--- config.mk ---
export PLATFORM = sky130hd
export DESIGN_NAME = bht_port_scheduler
export DESIGN_NICKNAME = d
export VERILOG_FILES = /design/src/rtl/bht_port_scheduler_pkg.sv /design/src/rtl/bht_port_scheduler_upd_fifo.sv /design/src/rtl/bht_port_scheduler.sv
export SDC_FILE = /design/constraint.sdc
export NUM_CORES = 1
export LEC_CHECK = 0
export ABC_AREA = 1
export CELL_PAD_IN_SITES_DETAIL_PLACEMENT = 0
export CELL_PAD_IN_SITES_GLOBAL_PLACEMENT = 2
export CORE_MARGIN = 2
export CORE_UTILIZATION = 34
export CTS_CLUSTER_SIZE = 28
export DETAILED_ROUTE_END_ITERATION = 12
export PLACE_DENSITY = 0.84
export SYNTH_ARGS = -nofsm -noshare
export SYNTH_HDL_FRONTEND = slang
export SYNTH_HIERARCHICAL = 1
export SYNTH_SLANG_ARGS = --single-unit
--- constraint.sdc ---
create_clock -name clk -period 10.2 [get_ports clk]
set_clock_uncertainty 0.15 [all_clocks]
set_input_delay 1.02 -clock clk [delete_from_list [all_inputs] [get_ports clk]]
set_output_delay 1.02 -clock clk [all_outputs]
set_load 0.05 [all_outputs]
--- src/rtl/bht_port_scheduler_pkg.sv ---
// Shared types and constants for the branch-history-table port scheduler.
package bht_port_scheduler_pkg;

    // Width of the saturating statistics counters
    localparam int CNT_W = 32;

    // Scheduler operating mode: table clearing after reset, then normal service
    typedef enum logic {
        INIT,
        RUN
    } state_t;

    // What the single table port is doing this cycle
    typedef enum logic [1:0] {
        IDLE,
        READ,
        DRAIN
    } port_op_t;

    // Increment that sticks at all-ones instead of wrapping
    function automatic logic [CNT_W-1:0] sat_inc(input logic [CNT_W-1:0] v);
        return (v == '1) ? v : v + CNT_W'(1);
    endfunction

endpackage

--- src/rtl/bht_port_scheduler_upd_fifo.sv ---
// Update queue: small FIFO whose live entries are exposed oldest-first so the
// scheduler can forward pending outcomes to lookups.
module upd_fifo
    import bht_port_scheduler_pkg::*;
#(
    parameter int DEPTH = 4,
    parameter int WIDTH = 5,
    localparam int PW = $clog2(DEPTH),
    localparam int CW = PW + 1
) (
    input  logic                         clk,
    input  logic                         reset,
    input  logic                         push,
    input  logic [WIDTH-1:0]             push_data,
    input  logic                         pop,
    output logic [WIDTH-1:0]             head,
    output logic [CW-1:0]                count,
    output logic [DEPTH-1:0][WIDTH-1:0]  entries,
    output logic [DEPTH-1:0]             occupied
);

    logic [DEPTH-1:0][WIDTH-1:0] mem;
    logic [PW-1:0]               wr_ptr;
    logic [PW-1:0]               rd_ptr;

    // Storage, pointers and occupancy; pointers wrap naturally since DEPTH is a power of two
    always_ff @(posedge clk or posedge reset) begin
        if (reset) begin
            mem    <= '0;
            wr_ptr <= '0;
            rd_ptr <= '0;
            count  <= '0;
        end else begin
            if (push) begin
                mem[wr_ptr] <= push_data;
                wr_ptr      <= wr_ptr + PW'(1);
            end
            if (pop) begin
                rd_ptr <= rd_ptr + PW'(1);
            end
            case ({push, pop})
                2'b10:   count <= count + CW'(1);
                2'b01:   count <= count - CW'(1);
                default: ;
            endcase
        end
    end

    // Present entries in age order (index 0 = oldest) with a live flag per slot
    always_comb begin
        head = mem[rd_ptr];
        for (int k = 0; k < DEPTH; k++) begin
            entries[k]  = mem[rd_ptr + PW'(k)];
            occupied[k] = (CW'(k) < count);
        end
    end

endmodule

--- src/rtl/bht_port_scheduler.sv ---
// Branch history table port scheduler: shares one single-port table between
// prediction lookups and queued updates, with forwarding and starvation control.
module bht_port_scheduler
    import bht_port_scheduler_pkg::*;
#(
    parameter int IDX_W  = 4,
    parameter int QDEPTH = 4,
    parameter int STARVE = 8
) (
    input  logic              clk,
    input  logic              reset,
    input  logic              pred_req,
    input  logic [IDX_W-1:0]  pred_idx,
    output logic              pred_gnt,
    output logic              pred_valid,
    output logic              pred_taken,
    input  logic              upd_req,
    input  logic [IDX_W-1:0]  upd_idx,
    input  logic              upd_taken,
    input  logic              upd_pred,
    output logic              upd_ready,
    output logic              tbl_en,
    output logic              tbl_we,
    output logic [IDX_W-1:0]  tbl_addr,
    output logic              tbl_wdata,
    input  logic              tbl_rdata,
    output logic [CNT_W-1:0]  miss_count,
    output logic [CNT_W-1:0]  upd_count
);

    localparam int EW  = IDX_W + 1;
    localparam int QPW = $clog2(QDEPTH);
    localparam int QCW = QPW + 1;
    localparam int SW  = $clog2(STARVE + 1);
    localparam logic [QCW-1:0] FULL_CNT   = QCW'(QDEPTH);
    localparam logic [SW-1:0]  STARVE_MAX = SW'(STARVE);

    state_t                       state;
    state_t                       state_nxt;
    port_op_t                     op;
    logic [IDX_W-1:0]             init_addr;
    logic [SW-1:0]                starve;
    logic [EW-1:0]                head;
    logic [QCW-1:0]               count;
    logic [QDEPTH-1:0][EW-1:0]    entries;
    logic [QDEPTH-1:0]            occupied;
    logic                         enq;
    logic                         deq;
    logic                         fwd_hit;
    logic                         fwd_val;
    logic                         fwd_hit_q;
    logic                         fwd_val_q;

    upd_fifo #(
        .DEPTH (QDEPTH),
        .WIDTH (EW)
    ) u_fifo (
        .clk       (clk),
        .reset     (reset),
        .push      (enq),
        .push_data ({upd_idx, upd_taken}),
        .pop       (deq),
        .head      (head),
        .count     (count),
        .entries   (entries),
        .occupied  (occupied)
    );

    // Mode register
    always_ff @(posedge clk or posedge reset) begin
        if (reset) state <= INIT;
        else       state <= state_nxt;
    end

    // Leave INIT once the last table entry has been cleared
    always_comb begin
        state_nxt = state;
        if (state == INIT && init_addr == '1) state_nxt = RUN;
    end

    // Walk the table address while clearing
    always_ff @(posedge clk or posedge reset) begin
        if (reset)              init_addr <= '0;
        else if (state == INIT) init_addr <= init_addr + IDX_W'(1);
    end

    // Port arbitration: a full queue or a starved queue beats lookups, lookups beat idle drains
    always_comb begin
        op = IDLE;
        if (!reset && state == RUN) begin
            if (count == FULL_CNT)                        op = DRAIN;
            else if (starve == STARVE_MAX && count != '0) op = DRAIN;
            else if (pred_req)                            op = READ;
            else if (count != '0)                         op = DRAIN;
        end
    end

    // Drive the table port and handshakes from the chosen operation
    always_comb begin
        tbl_en    = 1'b0;
        tbl_we    = 1'b0;
        tbl_addr  = '0;
        tbl_wdata = 1'b0;
        pred_gnt  = 1'b0;
        deq       = 1'b0;
        upd_ready = !reset && state == RUN && count != FULL_CNT;
        if (!reset && state == INIT) begin
            tbl_en   = 1'b1;
            tbl_we   = 1'b1;
            tbl_addr = init_addr;
        end else begin
            case (op)
                READ: begin
                    pred_gnt = 1'b1;
                    tbl_en   = 1'b1;
                    tbl_addr = pred_idx;
                end
                DRAIN: begin
                    tbl_en    = 1'b1;
                    tbl_we    = 1'b1;
                    tbl_addr  = head[EW-1:1];
                    tbl_wdata = head[0];
                    deq       = 1'b1;
                end
                default: ;
            endcase
        end
    end

    assign enq = upd_req & upd_ready;

    // Find the youngest pending outcome for the lookup index; a same-cycle enqueue is youngest of all
    always_comb begin
        fwd_hit = 1'b0;
        fwd_val = 1'b0;
        for (int k = 0; k < QDEPTH; k++) begin
            if (occupied[k] && entries[k][EW-1:1] == pred_idx) begin
                fwd_hit = 1'b1;
                fwd_val = entries[k][0];
            end
        end
        if (enq && upd_idx == pred_idx) begin
            fwd_hit = 1'b1;
            fwd_val = upd_taken;
        end
    end

    // Capture the lookup result source alongside the grant
    always_ff @(posedge clk or posedge reset) begin
        if (reset) begin
            pred_valid <= 1'b0;
            fwd_hit_q  <= 1'b0;
            fwd_val_q  <= 1'b0;
        end else begin
            pred_valid <= pred_gnt;
            if (pred_gnt) begin
                fwd_hit_q <= fwd_hit;
                fwd_val_q <= fwd_val;
            end
        end
    end

    assign pred_taken = pred_valid & (fwd_hit_q ? fwd_val_q : tbl_rdata);

    // Count lookups that bypass a waiting queue; any drain or an empty queue resets the run
    always_ff @(posedge clk or posedge reset) begin
        if (reset) begin
            starve <= '0;
        end else if (deq || count == '0) begin
            starve <= '0;
        end else if (pred_gnt && starve != STARVE_MAX) begin
            starve <= starve + SW'(1);
        end
    end

    // Saturating statistics on every accepted update
    always_ff @(posedge clk or posedge reset) begin
        if (reset) begin
            upd_count  <= '0;
            miss_count <= '0;
        end else if (enq) begin
            upd_count <= sat_inc(upd_count);
            if (upd_taken != upd_pred) miss_count <= sat_inc(miss_count);
        end
    end

endmodule

==> flow_summary.yaml, run 1 <==
clock_network:
  clock_tree.root_cell: "clkbuf_16"
  worst_skew_pair_latency_ns: 0.35
  postCtsHoldBufs: 0
  htree_levels: 3
  clock_tree_from_tritoncts: "yes"
  clock_path_buffers: 2
  clk_pin_slew_worst_paths_ns: 0.06
  cts_setup_buffers: 0
  tritoncts.num_buffers: 9
  cts-resized-gates: 0
  numClockSinks: 103
setup_path:
  worst_setup_path_startpoint: "reset"
  timing.critical_path.cells: "clkdlybuf4s50_1 > clkinv_2 > nand2_1 > a21oi_2 > nand3_1 > inv_1 > ha_1 > or2_2 > o21ai_0 > clkdlybuf4s50_1"
  timing.reg2reg.setup_slack_ns: 7.33
  critical_path.slowest_cell: "clkdlybuf4s50_1"
  worst_path_largest_cell_delay_ns: 0.82
  setup.worst_path.start_class: "input pin"
  cp.arrival_ns: 3.70
  reg_to_reg_endpoint: "u_fifo/count[2]"
  crit_type: "in -> out"
  crit_path_frequent_cell: "clkdlybuf4s50_1"
  r2r.worst_path.cells: 12
  crit_path_capture: "tbl_addr[0]"
  crit_path_end_kind: "output port"
  worstPathRequired_ns: 9.03
  reg2reg_from: "u_fifo/count[0]"
  cp_max_fo: 8
power_and_ir_drop:
  fin_total_pwr_uw: 1847
  power.net_switching_uw: 853.0
  cellLeakagePower_uw: 0.003755
  power.share.combinational_pct: 48.7
  p_sw_share_pct: 46.19
  sequentialPowerShare_pct: 33.2
  ir_worst_vdd_v: 0.0001274
  clock_power_share_pct: 18.1
  power_density_nw_per_um2: 230.1
  internal_power_uw: 993.7
global_routing:
  grt_first_pass_wirelength_mm: 28.30
  grt_overflow_total: 0
  global_route.usage.total_pct: 17.36
  grt_start_max_net_pins: 71
  grt_antenna_before_repair: 0
  via_count_of_the_first_global_routing_pass: 5500
place:
  routability_driven_placement_congestion_ratio: 0.7843
  dp_hpwl_mm: 13.38
  port_buffer_cells: 89
yosys:
  synth-simple-area-share_pct: 31.64
  netlist_instances: 923
  synth_area_per_cell_um2: 7.223
  async_flop_share_pct: 100.0
  synth_seq_cells: 103
  synth_fa_ha_area_share_pct: 2.815
  synthDominantCellAreaShare_pct: 38.66
  synth_area_um2: 6666
  yosys_warnings: 6
  synthesis.nets: 953
  synth_sequential_area_ratio_pct: 38.66
  synth_compound_gate_area_share_pct: 7.095
  netlist.top_cell.by_area: "dfrtp_1"
  netlist_top_cells_area: "dfrtp_1 (39%), nand2_1 (17%), xor2_1 (6.7%), inv_1 (6.2%), nor2_1 (4.7%)"
  synthXorXnorAreaFrac_pct: 9.309
  synth_ff_type: "dfrtp_1"
  multiplexer_area_fraction_after_synthesis_pct: 1.502
  dominant_combinational_cell_family_by_area_after_synthesis: "simple AND/OR/NAND/NOR gates"
  synth_cell_types: 36
  number_of_enable_flip_flop_cells_after_synthesis: 0
timing:
  setup_viol: 0
  worst_pin_slew_ns: 1.060
  report.final.slew_viol_count: 0
  slew-limit-headroom_pct: 29.24
  timing_hold_violations_final: 0
  finalSetupTns_ns: 0
  max_clock_freq_mhz: 205.3
  min_period_over_period_pct: 47.74
  rsz0062_at_grt: "no"
  layout_min_cycle_time_ns: 4.870
drt:
  drt-wirelength-per-cell_um: 13.59
  route.final.wire_length_mm: 17.31
  drt_first_pass_iters: 5
  vias_per_cell: 4.568
  route.detailed.drc: 0
  vias: 5819
  ant_nets: 0
  detail_route.iter0.violations: 299
finish:
  layout.nets: 1034
  antenna_cells_inserted: 0
  final_layout_size_suffix_gt1_share_pct: 4.262
  area.growth.synth_to_final_pct: 20.36
floorplan:
  ios: 90
  floorplan.die.height_um: 144.0
  coreArea_um2: 19330
  fp.dieArea_um2: 20740
  core.rowCount: 51
  floorplan.die.width_um: 144.0
  initial_utilization_pct: 34.48
worst_hold_path:
  hp-class: "reg -> reg"
status:
  status: "complete, no violations"
flow_run:
  timing.max_cap.violations: 0
## synth_stat cells, types with 6 or more instances
| library cell | number |
|---|---|
| nor3_2 | 6 |
| dfrtp_1 | 103 |
| nor2_1 | 84 |
| nand4_1 | 16 |
| mux2i_1 | 10 |
| buf_4 | 10 |
| xor2_1 | 51 |
| nand3_1 | 32 |
| o21ai_1 | 13 |
| o21ai_0 | 61 |
| nor3_1 | 32 |
| nand3b_1 | 7 |
| inv_1 | 110 |
| ha_1 | 15 |
| nand2_1 | 306 |
| xnor2_1 | 18 |
## critical path: cells and delay by family
| family | cells | cell delay [ns] |
|---|---|---|
| buf+inv | 4 | 1.57 |
| fa+ha+maj | 1 | 0.30 |
| compound gates | 2 | 0.23 |
| simple gates | 3 | 0.58 |
## logic make-up (layout without fill, tap and decap cells)
| group | Yosys count | in the layout |
|---|---|---|
| fa+ha+maj | 15 | 15 |
| compound gates | 89 | 89 |
| buf+inv | 137 | 223 |
| simple gates | 499 | 499 |
| mux | 10 | 10 |
| flops | 103 | 103 |
| xor+xnor | 70 | 70 |
## flip-flops by register name, indices dropped and copies added, names as in the netlist
signal	cells
pred_valid	1
starve	4
upd_count	32
init_addr	4
u_fifo/count	3
state	1
miss_count	32
u_fifo/mem	20
u_fifo/rd_ptr	2
u_fifo/wr_ptr	2
fwd_val_q	1
fwd_hit_q	1
## cells in the final DEF (no fill, tap or decap), drive strengths merged
cell           synthesis  routed
clkdlybuf4s50          0      89
mux2i                 10      10
nor3                  38      38
nand2                309     309
nor4                   5       5
nor2                  87      87
o22ai                  3       3
dfrtp                103     103
ha                    15      15
clkinvlp               0       2
xnor2                 19      19
and3                   1       1
nand3b                 7       7
buf                   20       2
nand4                 17      17
o211ai                 1       1
o21ai                 78      78
inv                  116     115
or2                    2       2
nand3                 32      32
xor2                  51      51
clkinv                 0       1
clkbuf                 1      14
o21a                   1       1
nor3b                  1       1
a21oi                  6       6
## layer usage
metal	part of all wire, %	global-route usage (%)	up-vias
met5	0	0	-
met1	50	24.72	2667
met4	0.99	4.334	0
met3	2.8	2.152	10
met2	46	28.05	83
li1	-	-	3059
## stage by stage
step                setup WS (ns)  cells  instance area, µm²  hold slack (ns)  utilization [%]
detailed placement          5.310   1258                7745           0.3160            40.06
CTS                         5.300   1274                8024           0.3347            41.50
global route                5.150   1274                8024           0.3677            41.50
finish                      5.330   1274                8024           0.3364            41.50
floorplan                   3.664    923                6666           0.2995                -
global placement            5.334   1258                7745           0.3183            40.06
## power groups by stage
stage | registers [µW] | clock network, µW | logic [µW]
after floorplan | 724 | 0 | 599
after CTS | 613 | 344 | 909
after global placement | 620 | 0 | 905
after detailed placement | 621 | 0 | 905
after global routing | 630 | 365 | 1010
final | 613 | 335 | 899
## how the worst min path moves through the flow
stage,start,depth (start not counted),end
6_report,fwd_val_q,2,fwd_val_q
5_1_grt,u_fifo/mem[19],2,u_fifo/mem[19]
4_1_cts,fwd_val_q,2,fwd_val_q
3_5_place_dp,fwd_val_q,2,fwd_val_q
3_3_place_gp,u_fifo/mem[19],2,u_fifo/mem[19]
2_1_floorplan,fwd_val_q,2,fwd_val_q
## final cells by class
cell class,instances,area [µm²]
clock buffer,14,264.0
clock inverter,2,15.01
fill,2061,11310
inverter,116,439.2
multi-input combinational,683,3491
sequential,103,2577
tap,265,331.6
timing repair buffer,91,905.9
Note: power is estimated with default switching activity, not from simulation.
==> run 2, diff against run 1 <==
CORE_UTILIZATION = 29   (was 34)
PLACE_DENSITY = 0.76   (was 0.84)
clock period = 4.2 ns   (was 10.2 ns; I/O delays follow)
==> flow_summary.yaml, run 2 (synthesis gave the netlist of run 1 again) <==
clock_network:
  worst_skew_pair_latency_ns: 0.36
  htree_levels: 3
  tritoncts.num_buffers: 9
  clock_tree_from_tritoncts: "yes"
  cts_setup_buffers: 0
  clock_path_buffers: 2
  clk_pin_slew_worst_paths_ns: 0.07
  numClockSinks: 103
  postCtsHoldBufs: 0
  clock_tree.root_cell: "clkbuf_16"
  cts-resized-gates: 0
setup_path:
  critical_path.slowest_cell: "clkdlybuf4s50_1"
  reg2reg_from: "starve[0]"
  cp_max_fo: 11
  critical_path_buffers_and_inverters: 4
  crit_path_capture: "tbl_addr[0]"
  reg_to_reg_endpoint: "u_fifo/count[2]"
  crit_type: "in -> out"
  worst_path_largest_cell_delay_ns: 0.54
  crit_family: "buffers and inverters"
  cp.arrival_ns: 2.80
  worstPathRequired_ns: 3.63
  setup.worst_path.start_class: "input pin"
  worst_setup_path_startpoint: "reset"
  timing.critical_path.cells: "clkdlybuf4s50_1 > clkinvlp_4 > nand2_1 > a21oi_2 > nand3_1 > inv_1 > ha_1 > or2_2 > o21ai_0 > buf_12"
  timing.reg2reg.setup_slack_ns: 1.41
  crit_path_end_kind: "output port"
  worstSetupPathDepth: 10
  r2r.worst_path.cells: 13
timing:
  finalSetupTns_ns: 0
  report.final.slew_viol_count: 0
  min_period_over_period_pct: 80.19
  setup_viol: 0
  rsz0062_at_grt: "no"
  max_clock_freq_mhz: 296.9
  timing_hold_violations_final: 0
  worst_pin_slew_ns: 0.9068
  slew-limit-headroom_pct: 39.55
  layout_min_cycle_time_ns: 3.368
flow_run:
  timing.max_cap.violations: 0
power_and_ir_drop:
  power_density_nw_per_um2: 560.4
  ir_worst_vdd_v: 0.0003589
  cellLeakagePower_uw: 0.003794
finish:
  final_common_cell: "nand2_1"
  final_std_cells_w_o_fill: 1295
  layout.nets: 1035
  filler_cell_count: 2445
  antenna_cells_inserted: 0
  post_layout_inst_area_um2: 8117
  most-common-layout-cells: "nand2_1 (306), inv_1 (109), dfrtp_1 (103)"
  reg.largest.list: "miss_count (32), upd_count (32), u_fifo/mem (20)"
  area.growth.synth_to_final_pct: 21.75
  final_layout_size_suffix_gt1_share_pct: 5.446
place:
  dp_cells: 1279
  routability_driven_placement_congestion_ratio: 0.7648
  port_buffer_cells: 89
  dp_hpwl_mm: 14.09
  placement.cell_area_um2: 7835
drt:
  vias: 5851
  route.detailed.drc: 0
  drt_first_pass_iters: 4
  drt-wirelength-per-cell_um: 13.97
  ant_nets: 0
  route.final.wire_length_mm: 18.09
  detail_route.iter0.violations: 294
  vias_per_cell: 4.518
floorplan:
  initial_utilization_pct: 29.53
  coreArea_um2: 22570
  floorplan.die.width_um: 155.6
  core.rowCount: 55
  ios: 90
  floorplan.die.height_um: 155.6
  fp.dieArea_um2: 24220
global_routing:
  grt_overflow_total: 0
  grt_start_max_net_pins: 68
  grt_antenna_before_repair: 0
  global_route.usage.total_pct: 15.45
  via_count_of_the_first_global_routing_pass: 5652
  grt_first_pass_wirelength_mm: 29.64
worst_hold_path:
  hp-class: "in -> async"
status:
  status: "complete, no violations"
run 2: worst min path at each step:
stage	start	to	slack (ns)	cells past startpoint
finish	reset	starve[0]	0.26	2
global route	reset	starve[0]	0.29	2
CTS	reset	starve[0]	0.26	2
detailed placement	u_fifo/mem[5]	u_fifo/mem[5]	0.33	2
global placement	u_fifo/mem[8]	u_fifo/mem[8]	0.32	2
floorplan	fwd_val_q	fwd_val_q	0.30	2
run 2: power by group:
| group | switching, µW | internal [µW] |
|---|---|---|
| clock network | 417 | 410 |
| registers | 294 | 1230 |
| logic | 1420 | 772 |
| total | 2130 | 2410 |
run 2: area by class of cell:
cell class	instances	area, µm²	share of cell area [%]
Sequential cell	103	2577	31.76
Timing Repair Buffer	92	968.4	11.93
Clock inverter	7	56.30	0.6937
Inverter	116	441.7	5.442
Clock buffer	9	225.2	2.775
Tap cell	285	356.6	4.393
Multi-Input combinational cell	683	3491	43.01
run 2: per-stage QoR:
step	total power, µW	setup WS, ns	hold slack, ns	utilization [%]
2_1_floorplan	3214	-0.2586	0.2995	-
3_3_place_gp	3754	0.7999	0.3183	34.71
3_5_place_dp	3768	0.7725	0.3263	34.71
4_1_cts	4620	0.7691	0.2579	35.96
5_1_grt	4957	0.6095	0.2874	35.96
6_report	4549	0.8322	0.2570	35.96
run 2: metal layers:
| metal | share of wire (%) | GRT usage [%] | wire length [µm] | up-vias |
|---|---|---|---|---|
| li1 | - | - | - | 3065 |
| met1 | 50 | 21.48 | 9068 | 2688 |
| met2 | 46 | 25.37 | 8267 | 84 |
| met3 | 2.9 | 1.944 | 520 | 14 |
| met4 | 1.3 | 4.281 | 238 | 0 |
| met5 | 0 | 0 | 0 | - |
==> run 3, diff against run 2 <==
CORE_UTILIZATION = 32   (was 29)
PLACE_DENSITY = 0.8   (was 0.76)
clock period = 3.5 ns   (was 4.2 ns; I/O delays follow)
==> flow_summary.yaml, run 3 (synthesis gave the netlist of run 1 again) <==
finish:
  final_layout_size_suffix_gt1_share_pct: 5.836
  most-common-layout-cells: "nand2_1 (305), inv_1 (109), dfrtp_1 (103)"
  area.growth.synth_to_final_pct: 23.52
  final_common_cell: "nand2_1"
  final_core_util_pct: 40.43
  antenna_cells_inserted: 0
  filler_cell_count: 2166
  final_std_cells_w_o_fill: 1281
  reg.largest.list: "miss_count (32), upd_count (32), u_fifo/mem (20)"
  layout.nets: 1037
global_routing:
  grt_overflow_total: 0
  grt_start_max_net_pins: 72
  global_route.usage.total_pct: 17.42
  grt_first_pass_wirelength_mm: 30.46
  via_count_of_the_first_global_routing_pass: 5827
  grt_antenna_before_repair: 0
setup_path:
  setup.worst_path.start_class: "flip-flop"
  worstPathRequired_ns: 3.00
  cp.arrival_ns: 2.53
  crit_path_end_kind: "output port"
  r2r.worst_path.cells: 13
  cp_max_fo: 6
  crit_type: "reg -> out"
clock_network:
  clock_tree.root_cell: "clkbuf_16"
  clock_path_buffers: 2
  numClockSinks: 103
  clk_pin_slew_worst_paths_ns: 0.07
  htree_levels: 3
  clock_tree_from_tritoncts: "yes"
  worst_skew_pair_latency_ns: 0.36
  postCtsHoldBufs: 0
  cts_setup_buffers: 0
  cts-resized-gates: 0
  tritoncts.num_buffers: 9
timing:
  slew-limit-headroom_pct: 35.70
  setup_viol: 0
  final_critical_path_setup_slack_ns: 0.4689
  hold-worst-slack_ns: 0.1595
  rsz0062_at_grt: "no"
  max_clock_freq_mhz: 329.9
  timing_hold_violations_final: 0
  min_period_over_period_pct: 86.60
  worst_pin_slew_ns: 0.9645
  report.final.slew_viol_count: 0
  finalSetupTns_ns: 0
  layout_min_cycle_time_ns: 3.031
floorplan:
  floorplan.die.height_um: 148.3
  core.rowCount: 52
  fp.dieArea_um2: 22000
  ios: 90
  coreArea_um2: 20360
  floorplan.die.width_um: 148.3
  initial_utilization_pct: 32.74
drt:
  route.detailed.drc: 0
  vias_per_cell: 4.624
  drt_first_pass_iters: 4
  vias: 5923
  detail_route.iter0.violations: 286
  drt-wirelength-per-cell_um: 14.45
  ant_nets: 0
  route.final.wire_length_mm: 18.51
place:
  dp_cells: 1266
  port_buffer_cells: 89
  dp_hpwl_mm: 14.06
  pre_cts_ws_ns: 0.5167
  routability_driven_placement_congestion_ratio: 0.8086
power_and_ir_drop:
  ir_worst_vdd_v: 0.0004154
  cellLeakagePower_uw: 0.003837
  power_density_nw_per_um2: 688.3
status:
  status: "complete, no violations"
worst_hold_path:
  hp-class: "in -> async"
flow_run:
  timing.max_cap.violations: 0
==> run 3: area by class of cell <==
cell class | count | area [µm²] | share of cell area (%)
repair buffers | 94 | 1008 | 12.25
inverters | 116 | 441.7 | 5.364
well taps | 270 | 337.8 | 4.103
clock inverters | 4 | 77.57 | 0.9421
multi-input cells | 683 | 3558 | 43.22
flip-flops and latches | 103 | 2577 | 31.30
clock buffers | 11 | 232.7 | 2.826
==> run 3: worst paths after layout <==
path / start / to / slack (ns)
setup / recovery: u_fifo/count[0] / tbl_addr[0] / 0.47
hold / removal: reset / init_addr[0] / 0.16
setup reg to reg: u_fifo/count[0] / u_fifo/count[2] / 0.80
hold reg to reg: u_fifo/mem[17] / u_fifo/mem[17] / 0.34
max in group asynchronous: reset / upd_count[0] / 1.88
min in group clk: u_fifo/mem[17] / u_fifo/mem[17] / 0.34
==> run 3: metrics by stage <==
step / area, µm² / power (µW)
after floorplan: 6738 / 3906
after global placement: 7924 / 4610
after detailed placement: 7924 / 4608
after CTS: 8234 / 5759
after global routing: 8234 / 6171
final: 8234 / 5667
==> run 3: per-layer routing <==
layer	vias to the layer above	share of wire, %	GRT usage (%)
li1	3060	-	-
met2	88	48	29.14
met1	2766	49	23.85
met5	-	0	0
met3	9	3.1	3.313
met4	0	0.68	3.000
==> run 3: critical path, cell delays in order, from the launching register on <==
cell,delay (ns)
dfrtp_1,0.45
nor2_1,0.28
inv_1,0.11
nand3_1,0.09
nor3b_1,0.27
inv_1,0.08
ha_1,0.29
or2_4,0.31
o21ai_4,0.16
buf_12,0.15
==> run 3: where the power goes <==
| group | switching [µW] | internal, µW |
|---|---|---|
| logic | 1750 | 979 |
| clock network | 477 | 630 |
| registers | 348 | 1480 |
==> variant 1 (settings of run 1) <==
`STARVE`: 8 -> 16.
--- a/src/rtl/bht_port_scheduler.sv
+++ b/src/rtl/bht_port_scheduler.sv
@@ -5,7 +5,7 @@
 #(
     parameter int IDX_W  = 4,
     parameter int QDEPTH = 4,
-    parameter int STARVE = 8
+    parameter int STARVE = 16
 ) (
     input  logic              clk,
     input  logic              reset,
Formal check against the unedited RTL: no difference found for any inputs over 10 cycles, from zero or initial values and one cycle with reset high; that may be too few to reach the edited logic, so the function may still have changed.
==> variant 1 against run 1 <==
Routed wire length up 6.1%; area after synthesis up 2.6%; non-clock buffer count up 1; sequential cell count up 1; critical endpoint unchanged; final area up 1.9%; setup slack worse by 140 ps; total power up 11%; cell count up 2.7%.
==> variant 1: results (changes against run 1) <==
\begin{tabular}{lr}
\hline
Metric & Value \\
\hline
\multicolumn{2}{l}{\textbf{Synth}} \\
\quad Distinct cell type count of the synthesized netlist & 34 (-5.6\%) \\
\quad Top cells by area in the synthesized netlist & sky130\_fd\_sc\_hd\_\_dfrtp\_1 38\%, sky130\_fd\_sc\_hd\_\_nand2\_1 17\%, sky130\_fd\_sc\_hd\_\_inv\_1 6.6\%, sky130\_fd\_sc\_hd\_\_xor2\_1 6.3\%, sky130\_fd\_sc\_hd\_\_o21ai\_0 5.1\% \\
\quad Avg Inst Size Synth & 7.11 sq um (-1.6\%) \\
\quad Most numerous cell types in the synthesized netlist & 304 x sky130\_fd\_sc\_hd\_\_nand2\_1, 121 x sky130\_fd\_sc\_hd\_\_inv\_1, 104 x sky130\_fd\_sc\_hd\_\_dfrtp\_1 \\
\quad Fraction of the yosys area taken by sequential cells & 38.1\% (-0.61 points) \\
\multicolumn{2}{l}{\textbf{Global route}} \\
\quad Met3 usage & 3.10\% (+0.95 points) \\
\quad Global routing usage summed across all routing layers & 17.9\% (+0.56 points) \\
\quad Global-route wire length before repair & 30.9 mm (+9.1\%) \\
\quad Met1 usage in global routing & 25.2\% (+0.46 points) \\
\quad Number of global-route vias before repair & 5848 (+6.3\%) \\
\multicolumn{2}{l}{\textbf{Setup path}} \\
\quad CP max FO & 9 (+1) \\
\quad Worst Path Arrival & 3840 ps (+140 ps) \\
\multicolumn{2}{l}{\textbf{Outcome}} \\
\quad Result of the run & finished clean \\
\multicolumn{2}{l}{\textbf{Drt}} \\
\quad Average wire per standard cell & 14.1 microns (+3.4\%) \\
\quad Detail Route met3 WL & 642 microns (+32\%) \\
\quad Number of vias in the routed layout & 6070 (+4.3\%) \\
\quad Met2 wirelength from detailed routing & 8.37 mm (+4.4\%) \\
\quad Detailed-routing wirelength on met1 & 9.19 mm (+6.4\%) \\
\quad Initial DRC count & 301 (+0.67\%) \\
\multicolumn{2}{l}{\textbf{Cells and area}} \\
\quad Layout net count & 1068 (+3.3\%) \\
\quad Registers with the most flip-flops & miss\_count: 32 flops, upd\_count: 32 flops, u\_fifo/mem: 20 flops \\
\quad Share of cells above drive strength 1 & 3.84\% (-0.43 points) \\
\multicolumn{2}{l}{\textbf{Placement}} \\
\quad HPWL after detailed placement & 14.0 mm (+4.8\%) \\
\multicolumn{2}{l}{\textbf{Clocking}} \\
\quad CTS hold repair buffers & 0 (unchanged) \\
\multicolumn{2}{l}{\textbf{Pwr}} \\
\quad Max rail drop VDD & 166 uV (+30\%) \\
\quad Leakage power summed over all cells & 3.73 nW (-0.73\%) \\
\multicolumn{2}{l}{\textbf{Timing}} \\
\quad Headroom to the max-slew limit & 24.7\% (-4.6 points) \\
\hline
\end{tabular}
-- variant 1: cells by family after synthesis --
group | share of synthesized area, %
buffers and inverters | 9.79
AO/OA/AOI/OAI | 7.98
multiplexers | 1.46
AND/OR/NAND/NOR | 31.0
XOR/XNOR | 8.95
adder cells (fa/ha/maj) | 2.74
flip-flops | 38.1
-- variant 1: final timing paths --
check                                       end  depth (start not counted)  slack (ps)           start
worst max-delay path                tbl_addr[0]                          8        5190           reset
worst min-delay path             u_fifo/mem[19]                          2         340  u_fifo/mem[19]
worst max register to register  u_fifo/count[2]                         16        7090       starve[0]
worst min register to register   u_fifo/mem[19]                          2         340  u_fifo/mem[19]
max in group asynchronous         upd_count[25]                          3        7930           reset
min in group asynchronous            pred_valid                          2         810           reset
-- variant 1: cell type report --
cell class	count	area (sq um)
Inverter	128	482
Clock buffer	12	246
Sequential cell	104	2600
Clock inverter	4	30.0
Timing Repair Buffer	92	913
Fill cell	2098	11400
Multi-Input combinational cell	703	3570
Tap cell	265	332
-- variant 1: critical path, cell delays in order --
cell and delay (ps):
sky130_fd_sc_hd__clkdlybuf4s50_1 490, sky130_fd_sc_hd__clkinv_2 160, sky130_fd_sc_hd__nand3_1 180, sky130_fd_sc_hd__nor3_1 320
sky130_fd_sc_hd__ha_1 290, sky130_fd_sc_hd__or2_2 330, sky130_fd_sc_hd__o21ai_0 200, sky130_fd_sc_hd__clkdlybuf4s50_1 840
-- variant 1: power breakdown --
group	total, mW	internal, mW	switching [mW]
Sequential	0.661	0.529	0.132
Clock	0.335	0.173	0.162
Combinational	1.06	0.351	0.706
-- variant 1: through the flow --
step | util, % | instance area, sq um
after floorplan | - | 6840
after global placement | 40.3 | 7900
after detailed placement | 40.3 | 7900
after CTS | 41.7 | 8170
after global routing | 41.7 | 8170
final | 41.7 | 8170
==> variant 2 (settings of run 1) <==
Without the edit above. Put one more register stage on the output `upd_count`, with the module's reset. The value now appears one clock later. The other outputs are not delayed to match.
--- a/src/rtl/bht_port_scheduler.sv
+++ b/src/rtl/bht_port_scheduler.sv
@@ -34,6 +34,8 @@
     localparam int SW  = $clog2(STARVE + 1);
     localparam logic [QCW-1:0] FULL_CNT   = QCW'(QDEPTH);
     localparam logic [SW-1:0]  STARVE_MAX = SW'(STARVE);
+
+    logic [CNT_W-1:0] upd_count_s0;
 
     state_t                       state;
     state_t                       state_nxt;
@@ -176,11 +178,19 @@
     // Saturating statistics on every accepted update
     always_ff @(posedge clk or posedge reset) begin
         if (reset) begin
-            upd_count  <= '0;
+            upd_count_s0 <= '0;
             miss_count <= '0;
         end else if (enq) begin
-            upd_count <= sat_inc(upd_count);
+            upd_count_s0 <= sat_inc(upd_count_s0);
             if (upd_taken != upd_pred) miss_count <= sat_inc(miss_count);
+        end
+    end
+
+    always_ff @(posedge clk or posedge reset) begin
+        if (reset) begin
+            upd_count <= '0;
+        end else begin
+            upd_count <= upd_count_s0;
         end
     end
 
Function: same outputs for any inputs over 10 cycles, from zero or initial values and one cycle with reset high; that may be too few to reach the edited logic, so the function may still have changed.
==> variant 2 against run 1 <==
Count of clock-buffer cells in the layout up 5; total power is 25% higher; sequential cell count rose by 32; setup slack got worse by 350 ps; routed wire length is 13% higher; area after synthesis increased by 16%; final area up 17%; combinational power grew 4.6%; die area up 16%.
==> variant 2: results (changes against run 1) <==
\begin{tabular}{lr}
\hline
Metric & Value \\
\hline
\multicolumn{2}{l}{\textbf{Synth}} \\
\quad Top cells by area in the synthesized netlist & sky130\_fd\_sc\_hd\_\_dfrtp\_1 44\%, sky130\_fd\_sc\_hd\_\_nand2\_1 16\%, sky130\_fd\_sc\_hd\_\_inv\_1 5.3\%, sky130\_fd\_sc\_hd\_\_xor2\_1 4.5\%, sky130\_fd\_sc\_hd\_\_o21ai\_0 4.3\% \\
\quad Area share of fa/ha/maj cells after synthesis & 2.43\% (-0.39 points) \\
\quad Multiplexer share of the synthesized area & 1.29\% (-0.21 points) \\
\quad Most numerous cell types in the synthesized netlist & 335 x sky130\_fd\_sc\_hd\_\_nand2\_1, 135 x sky130\_fd\_sc\_hd\_\_dfrtp\_1, 110 x sky130\_fd\_sc\_hd\_\_inv\_1 \\
\quad Avg Inst Size Synth & 7.79 sq um (+7.8\%) \\
\quad XOR/XNOR Fraction of Synth Area & 7.90\% (-1.4 points) \\
\multicolumn{2}{l}{\textbf{Cells and area}} \\
\quad Share of cells above drive strength 1 & 7.16\% (+2.9 points) \\
\quad Layout net count & 1108 (+7.2\%) \\
\quad Registers with the most flip-flops & miss\_count: 32 flops, upd\_count: 32 flops, upd\_count\_s0: 32 flops \\
\multicolumn{2}{l}{\textbf{Global route}} \\
\quad Global-route wire length before repair & 32.5 mm (+15\%) \\
\quad Number of global-route vias before repair & 6176 (+12\%) \\
\multicolumn{2}{l}{\textbf{Timing}} \\
\quad Least-Margin Pin Slew & 944 ps (-116 ps) \\
\quad Min cycle time layout & 5210 ps (+345 ps) \\
\quad Worst hold slack after final layout & 235 ps (-102 ps) \\
\multicolumn{2}{l}{\textbf{Pwr}} \\
\quad Leakage power summed over all cells & 4.38 nW (+17\%) \\
\quad Max rail drop VDD & 176 uV (+38\%) \\
\multicolumn{2}{l}{\textbf{Drt}} \\
\quad Initial DRC count & 274 (-8.4\%) \\
\quad Detail-routed via count per cell & 4.63 (+1.5\%) \\
\multicolumn{2}{l}{\textbf{Clocking}} \\
\quad Cts bufs inserted & 17 (+8) \\
\quad Clock insertion delay at the later pin of the skew report & 430 ps (+80 ps) \\
\quad Number of levels the H-tree was split into & 4 (+1) \\
\multicolumn{2}{l}{\textbf{Worst hold path}} \\
\quad Sink of the worst hold path & upd\_count[31] \\
\quad Hold\_sp & upd\_count\_s0[31] \\
\quad Instance count along the most critical hold path & 0 (-2) \\
\multicolumn{2}{l}{\textbf{Outcome}} \\
\quad Result of the run & finished clean \\
\multicolumn{2}{l}{\textbf{Placement}} \\
\quad Worst slack, placed & 4940 ps (-370 ps) \\
\quad HPWL after detailed placement & 14.5 mm (+8.4\%) \\
\quad Dpl cell area & 8800 sq um (+14\%) \\
\quad Cell count after placement & 1344 (+6.8\%) \\
\quad Weighted congestion at the end of routability-driven global placement & 0.801 (+2.2\%) \\
\multicolumn{2}{l}{\textbf{Setup path}} \\
\quad Worst Path Arrival & 4040 ps (+340 ps) \\
\hline
\end{tabular}
variant 2: final cells by class:
type,instances,area (sq um)
well taps,285,357
fillers,2307,13100
repair buffers,92,913
inverters,115,437
clock buffers,19,453
multi-input cells,717,3710
clock inverters,12,129
flip-flops and latches,135,3380
variant 2: per-layer routing:
layer / global-route usage (%) / vias up / share of wire (%)
li1: - / 3302 / -
met1: 24.5 / 2946 / 51
met2: 26.8 / 102 / 45
met3: 3.50 / 22 / 3.0
met4: 4.32 / 0 / 1.1
met5: 0 / - / 0
variant 2: power groups by stage:
stage / Sequential [mW] / Clock (mW) / Combinational, mW
2_1_floorplan: 0.884 / 0 / 0.630
3_3_place_gp: 0.775 / 0 / 0.945
3_5_place_dp: 0.776 / 0 / 0.950
4_1_cts: 0.769 / 0.625 / 0.953
5_1_grt: 0.788 / 0.648 / 1.06
6_report: 0.767 / 0.607 / 0.940
